`config.mk`:
```
export PLATFORM = sky130hd
export DESIGN_NAME = lcd_bus_monitor
export DESIGN_NICKNAME = d
export VERILOG_FILES = /design/src/rtl/lcd_bus_monitor.sv
export SDC_FILE = /design/constraint.sdc
export NUM_CORES = 1
export LEC_CHECK = 0
export BUFFER_PORTS_ARGS = -buffer_cell sky130_fd_sc_hd__buf_2
export CAP_MARGIN = 20
export CELL_PAD_IN_SITES_DETAIL_PLACEMENT = 0
export CELL_PAD_IN_SITES_GLOBAL_PLACEMENT = 2
export CORE_MARGIN = 1
export CORE_UTILIZATION = 39
export DETAILED_ROUTE_END_ITERATION = 7
export PLACE_DENSITY_LB_ADDON = 0.12
export SKIP_LAST_GASP = 1
export SYNTH_ARGS = -nofsm -noshare
export SYNTH_HDL_FRONTEND = slang
export SYNTH_SLANG_ARGS = --single-unit
export TNS_END_PERCENT = 5
```
`constraint.sdc`:
```
create_clock -name Clock -period 8.09 [get_ports Clock]
set_input_delay 0.4045 -clock Clock [delete_from_list [all_inputs] [get_ports Clock]]
set_output_delay 0.4045 -clock Clock [all_outputs]
set_load 0.02 [all_outputs]
```
`src/rtl/lcd_bus_monitor.sv`:
```
// Passive monitor for a 4-bit HD44780 bus: it syncs the bus, tracks the init handshake, rebuilds bytes and keeps a 2x16 shadow.
// Latency: a byte takes effect SYNC_STAGES clocks after the first low sample of E. No backpressure: it only listens and never drives the bus.
module lcd_bus_monitor #(
    parameter int         SYNC_STAGES = 2,
    parameter logic [7:0] BLANK_CHAR  = 8'h20
) (
    input  logic       Clock,
    input  logic       Reset,
    input  logic       iLCD_E,
    input  logic       iLCD_RS,
    input  logic       iLCD_RW,
    input  logic [3:0] iSF_DATA,
    input  logic [4:0] iReadAddr,
    output logic [7:0] oReadChar,
    output logic       oByteValid,
    output logic [7:0] oByte,
    output logic       oIsData,
    output logic [4:0] oCursor,
    output logic       oInitDone,
    output logic       oError
);

    typedef enum logic [1:0] {WAIT3, SYNC8, HI, LO} state_t;

    state_t state, state_nxt;

    logic [SYNC_STAGES-1:0]      e_sr, rs_sr, rw_sr;
    logic [SYNC_STAGES-1:0][3:0] d_sr;
    logic       e_s, e_prev;
    logic       rs_lat, rw_lat;
    logic [3:0] d_lat;
    logic       nib_evt;

    logic [3:0] hi_nib;
    logic       hi_rs;
    logic       hi_load, byte_vld, set_init, set_err_fsm;
    logic [7:0] asm_byte;

    logic       cmd_clear, cmd_home, cmd_entry, cmd_addr_ok, cmd_addr_bad;
    logic [4:0] addr_idx;
    logic [6:0] addr_arg;

    logic [7:0] shadow [32];
    logic [4:0] cursor;
    logic       dir_inc;

    assign e_s      = e_sr[SYNC_STAGES-1];
    assign nib_evt  = e_prev & ~e_s & ~rw_lat;
    assign asm_byte = {hi_nib, d_lat};
    assign addr_arg = asm_byte[6:0];

    // Bus fields are captured while synced E is high, so the falling edge uses values seen before the drop.
    always_ff @(posedge Clock or posedge Reset) begin
        if (Reset) begin
            e_sr   <= '0;
            rs_sr  <= '0;
            rw_sr  <= '0;
            d_sr   <= '0;
            e_prev <= 1'b0;
            rs_lat <= 1'b0;
            rw_lat <= 1'b0;
            d_lat  <= 4'h0;
        end else begin
            e_sr   <= {e_sr[SYNC_STAGES-2:0], iLCD_E};
            rs_sr  <= {rs_sr[SYNC_STAGES-2:0], iLCD_RS};
            rw_sr  <= {rw_sr[SYNC_STAGES-2:0], iLCD_RW};
            d_sr   <= {d_sr[SYNC_STAGES-2:0], iSF_DATA};
            e_prev <= e_s;
            if (e_s) begin
                rs_lat <= rs_sr[SYNC_STAGES-1];
                rw_lat <= rw_sr[SYNC_STAGES-1];
                d_lat  <= d_sr[SYNC_STAGES-1];
            end
        end
    end

    always_ff @(posedge Clock or posedge Reset) begin
        if (Reset) state <= WAIT3;
        else       state <= state_nxt;
    end

    always_comb begin
        state_nxt   = state;
        hi_load     = 1'b0;
        byte_vld    = 1'b0;
        set_init    = 1'b0;
        set_err_fsm = 1'b0;
        if (nib_evt) begin
            case (state)
                WAIT3: if (!rs_lat && d_lat == 4'h3) state_nxt = SYNC8;
                SYNC8: begin
                    if (!rs_lat) begin
                        if (d_lat == 4'h2) begin
                            state_nxt = HI;
                            set_init  = 1'b1;
                        end else if (d_lat != 4'h3) begin
                            set_err_fsm = 1'b1;
                        end
                    end
                end
                HI: begin
                    hi_load   = 1'b1;
                    state_nxt = LO;
                end
                LO: begin
                    byte_vld    = 1'b1;
                    set_err_fsm = (hi_rs != rs_lat);
                    state_nxt   = HI;
                end
                default: state_nxt = WAIT3;
            endcase
        end
    end

    always_comb begin
        cmd_clear    = (asm_byte == 8'h01);
        cmd_home     = (asm_byte[7:1] == 7'b0000001);
        cmd_entry    = (asm_byte[7:2] == 6'b000001);
        cmd_addr_ok  = 1'b0;
        cmd_addr_bad = 1'b0;
        addr_idx     = 5'd0;
        if (asm_byte[7]) begin
            // Line 1 DDRAM is 0x00-0x0F and line 2 is 0x40-0x4F; everything else is outside the visible window.
            if (addr_arg[6:4] == 3'b000) begin
                cmd_addr_ok = 1'b1;
                addr_idx    = {1'b0, addr_arg[3:0]};
            end else if (addr_arg[6:4] == 3'b100) begin
                cmd_addr_ok = 1'b1;
                addr_idx    = {1'b1, addr_arg[3:0]};
            end else begin
                cmd_addr_bad = 1'b1;
            end
        end
    end

    always_ff @(posedge Clock or posedge Reset) begin
        if (Reset) begin
            for (int i = 0; i < 32; i++) shadow[i] <= BLANK_CHAR;
            cursor     <= 5'd0;
            dir_inc    <= 1'b1;
            hi_nib     <= 4'h0;
            hi_rs      <= 1'b0;
            oByteValid <= 1'b0;
            oByte      <= 8'h00;
            oIsData    <= 1'b0;
            oInitDone  <= 1'b0;
            oError     <= 1'b0;
        end else begin
            oByteValid <= byte_vld;
            if (set_init) oInitDone <= 1'b1;
            if (set_err_fsm || (byte_vld && !rs_lat && cmd_addr_bad)) oError <= 1'b1;
            if (hi_load) begin
                hi_nib <= d_lat;
                hi_rs  <= rs_lat;
            end
            if (byte_vld) begin
                oByte   <= asm_byte;
                oIsData <= rs_lat;
                if (rs_lat) begin
                    shadow[cursor] <= asm_byte;
                    cursor         <= dir_inc ? cursor + 5'd1 : cursor - 5'd1;
                end else if (cmd_clear) begin
                    for (int i = 0; i < 32; i++) shadow[i] <= BLANK_CHAR;
                    cursor  <= 5'd0;
                    dir_inc <= 1'b1;
                end else if (cmd_home) begin
                    cursor <= 5'd0;
                end else if (cmd_entry) begin
                    dir_inc <= asm_byte[1];
                end else if (cmd_addr_ok) begin
                    cursor <= addr_idx;
                end
            end
        end
    end

    assign oReadChar = shadow[iReadAddr];
    assign oCursor   = cursor;

endmodule

```
==> impl_summary.md <==
CTS
The H-tree was split into 2 levels. The CTS buffer count is 36. The clock passes through at most 3 buffers. At the later pin of the worst-skew pair, clock insertion delay measures 530 ps.

Buffers inserted to repair hold after CTS numbered 7. The CTS clock-pin slew for the worst setup and hold paths is 50 ps. The cell sitting at the root of the clock tree is a sky130_fd_sc_hd__clkbuf_16. In this run, post-CTS repair resized a total of 0 instances. TritonCTS built the clock tree. CTS saw 302 sinks. The post-CTS repair timing setup buffer count is 0.

Place
Timing analysis after detailed placement gives a worst setup slack of 4728 ps. The last weighted congestion value of the routability-driven placer is 0.7718. The sum of net half-perimeters after detailed placement is 27220 um.

Input and output buffers added on the ports amount to 38.

Floorplan
The floorplan has 68 rows. The core box area is 34710 um^2. The floorplan step set the die height to 190.5 um.

The starting density of the core is 39.90%. The I/O pin count is 39. The die covers 36280 um^2. From left edge to right edge, the die measures 190.5 um.

Cells and area
The repair_antennas step left the layout with diodes totalling 0. In the final layout, the share of cells above drive strength 1 is 19.68%. The final layout net count is 1177. The multi-input combinational cells in the finished layout cover a total of 5702 um^2.

Registers take 7599 um^2. The post-synthesis to final-layout area growth is 11.50%. The number of fill cells is 3244.

Setup path
Of all nets on the critical path, the largest fanout is 35. At the worst endpoint, the arrival time is 2880 ps. Setup slack on the worst reg-to-reg path comes out at 5020 ps. The critical path capture point type is an output port. The required time of the critical path is 7690 ps. The startpoint-to-endpoint class of the critical path is in -> out. STA classifies the critical path startpoint as an input pin.

Global routing
The overall global routing resource usage is 24.68%. The first global-routing pass estimated 66610 um of wire. The initial antenna violation count is 0. Entering global routing, the biggest net connects 169 pins. The total overflow reported by the global router is 0. The via count of the first global-routing pass is 10080.

Power and ir drop
The switching power total is 0.0007537 W. The internal portion of the total power is 0.002502 W. The clock network power share is 48.7%. Per report_power, the sequential group accounts for 47.0% of the total. The worst voltage drop across the vdd grid is 0.1528 mV. The relative contribution of combinational cells to total power is 4.3%. The power per standard cell area is 210.8 nW/um^2. The leakage power summed over all cells is 6.201 nW. Net switching is 23.15% of the power.

Timing
After routing, the total negative slack on setup checks comes to 0 ps. The worst setup skew after layout is 21.02 ps. In the finished design, the share of the clock period the worst path needs comes to 40.59%.

The fmax is 304.6 MHz. Measured against its own limit, the worst slew margin works out to 27.60%. Setup repair after global routing left no endpoint under its margin. The max-slew violation total from the final report is 0. Once routing completed, OpenROAD measured the worst setup slack at 4807 ps. Setup violations remaining at the end of the flow were counted as 0.

At the pin with the least slew margin, the transition time is 1086 ps. The number of failing hold endpoints at the final stage is 0. After layout, the minimum clock period comes to 3283 ps.

Synthesis
The area share of the leading cell type in the synthesized netlist is 48.60%. The number of synthesized flops with an enable pin is 0. After synthesis, the most frequently instantiated cells are sky130_fd_sc_hd__dfrtp_1, sky130_fd_sc_hd__o2bb2ai_1, sky130_fd_sc_hd__nand2_1. Counting flops with an async set or reset pin after synthesis yields a share of 100.0%.

The netlist area before placement is 13850 um^2. In the synthesized netlist, the number of instances is 1163. Yosys attributes the largest share of cell area to sky130_fd_sc_hd__dfrtp_1, sky130_fd_sc_hd__o2bb2ai_1, sky130_fd_sc_hd__mux4_2. The synthesized netlist contains 54 unique library cells.

Dividing the synthesized area by the synthesized cell count gives 11.91 um^2. The share of synthesized area occupied by flip-flops and latches is 54.86%. In this run, synthesis produced a sequential element count of 302. sky130_fd_sc_hd__dfrtp_1 is the most common cell in the netlist. The number of nets handed over by synthesis was 1181.

The total of warnings raised by yosys is 0. For this run, the leading register cell type out of synthesis is sky130_fd_sc_hd__dfrtp_1. Of all cell types, the one taking the most synthesized area is sky130_fd_sc_hd__dfrtp_1.

Detailed routing
Summed over all layers, the routed wires come to 43060 um. The via-per-instance ratio is 6.004. The count of unresolved DRC violations after routing is 0. In this run, the number of DRC markers left after iteration 0 of detailed routing was 796. Dividing the detail-routed wire length by the instance count gives 26.27 um. The via count of the routed design is 9840. The number of iterations in the first detailed-routing pass is 7. The post-route antenna net violation count is 0.

Outcome
The run finished with clean final reports.

Worst hold path
The kind of path behind the tightest hold check is in -> async.

Flow run
The number of violations of the max-capacitance limit is 0.
-- path summary, 6_finish.rpt --
path                              start      endpoint  cells past startpoint
max in group asynchronous         Reset      oByte[6]                      4
hold / removal                    Reset   shadow[228]                      2
hold reg to reg                 d_sr[0]       d_sr[4]                      0
setup reg to reg                e_sr[1]   shadow[112]                      4
min in group Clock              d_sr[0]       d_sr[4]                      0
setup / recovery           iReadAddr[1]  oReadChar[0]                      6
-- routing by layer --
metal | vias to the layer above | routed length (um) | GRT usage [%] | part of all wire [%]
li1 | 4350 | - | - | -
met1 | 5145 | 20540 | 36.31 | 48
met2 | 282 | 19130 | 37.13 | 44
met3 | 63 | 2468 | 4.914 | 5.7
met4 | 0 | 921 | 6.431 | 2.1
met5 | - | 0 | 0 | 0
-- flip-flops by register name (all words and copies together) (netlist names) --
| signal | flops |
|---|---|
| e_prev | 1 |
| d_lat | 4 |
| shadow | 256 |
| oCursor | 5 |
| rw_sr | 2 |
| oInitDone | 1 |
| d_sr | 8 |
| e_sr | 2 |
| hi_nib | 4 |
| rs_sr | 2 |
| oByte | 8 |
| rw_lat | 1 |
| dir_inc | 1 |
| oIsData | 1 |
| state | 2 |
| oByteValid | 1 |
| oError | 1 |
| hi_rs | 1 |
| rs_lat | 1 |
-- power groups by stage --
| stage | Sequential (W) | Combinational (W) | Clock, W |
|---|---|---|---|
| detailed placement | 0.00156 | 0.000141 | 0 |
| finish | 0.00153 | 0.000139 | 0.00159 |
| global route | 0.00153 | 0.000154 | 0.00167 |
| global placement | 0.00156 | 0.000141 | 0 |
| floorplan | 0.00155 | 0.000103 | 0 |
| CTS | 0.00153 | 0.000143 | 0.00162 |
-- critical path, cell delays in order --
cell	delay, ps
sky130_fd_sc_hd__buf_4	500
sky130_fd_sc_hd__buf_4	690
sky130_fd_sc_hd__mux4_2	580
sky130_fd_sc_hd__o22ai_1	400
sky130_fd_sc_hd__nor4_1	90
sky130_fd_sc_hd__buf_2	180
-- logic make-up (layout without fill, tap and decap cells) --
family                     after synthesis  after routing  share of synthesized area (%)
AOI/OAI and AO/OA                      382            382                          19.61
adders and majority gates                4              4                         0.4155
and+or+nand+nor                        290            290                          9.891
DFF                                    302            302                          54.86
xor gates and xnor gates                 2              2                         0.1265
buffers and inverters                  111            132                          4.056
muxes                                   72             72                          11.05
-- cell type report --
class                   instances  area share (%)
flip-flops and latches        302           49.20
multi-input cells             750           36.92
clock buffers                  54           6.667
well taps                     455           3.686
repair buffers                 60           2.641
clock inverters                 9          0.6400
inverters                       9          0.2511
-- cells in the final DEF, fill, tap and decap left out, types with 27 or more instances in the layout --
| cell | count |
|---|---|
| sky130_fd_sc_hd__a21oi_1 | 32 |
| sky130_fd_sc_hd__buf_2 | 37 |
| sky130_fd_sc_hd__clkbuf_16 | 37 |
| sky130_fd_sc_hd__dfrtp_1 | 269 |
| sky130_fd_sc_hd__dfstp_2 | 33 |
| sky130_fd_sc_hd__mux4_2 | 64 |
| sky130_fd_sc_hd__nand2_1 | 146 |
| sky130_fd_sc_hd__nand2b_1 | 27 |
| sky130_fd_sc_hd__nor2_1 | 55 |
| sky130_fd_sc_hd__o21ai_0 | 103 |
| sky130_fd_sc_hd__o22ai_1 | 32 |
| sky130_fd_sc_hd__o2bb2ai_1 | 176 |
-- metrics by stage --
step           power, W  util, %  area [um^2]  std cells  hold slack (ps)
2_1_floorplan  0.001654        -        13860       1163            331.2
3_3_place_gp   0.001699    40.96        14220       1568            333.1
3_5_place_dp   0.001698    41.04        14250       1569            334.7
4_1_cts        0.003294    44.49        15440       1639            51.29
5_1_grt        0.003359    44.49        15440       1639            91.06
6_report       0.003256    44.49        15440       1639            37.37
Note: power is estimated with default switching activity, not from simulation.
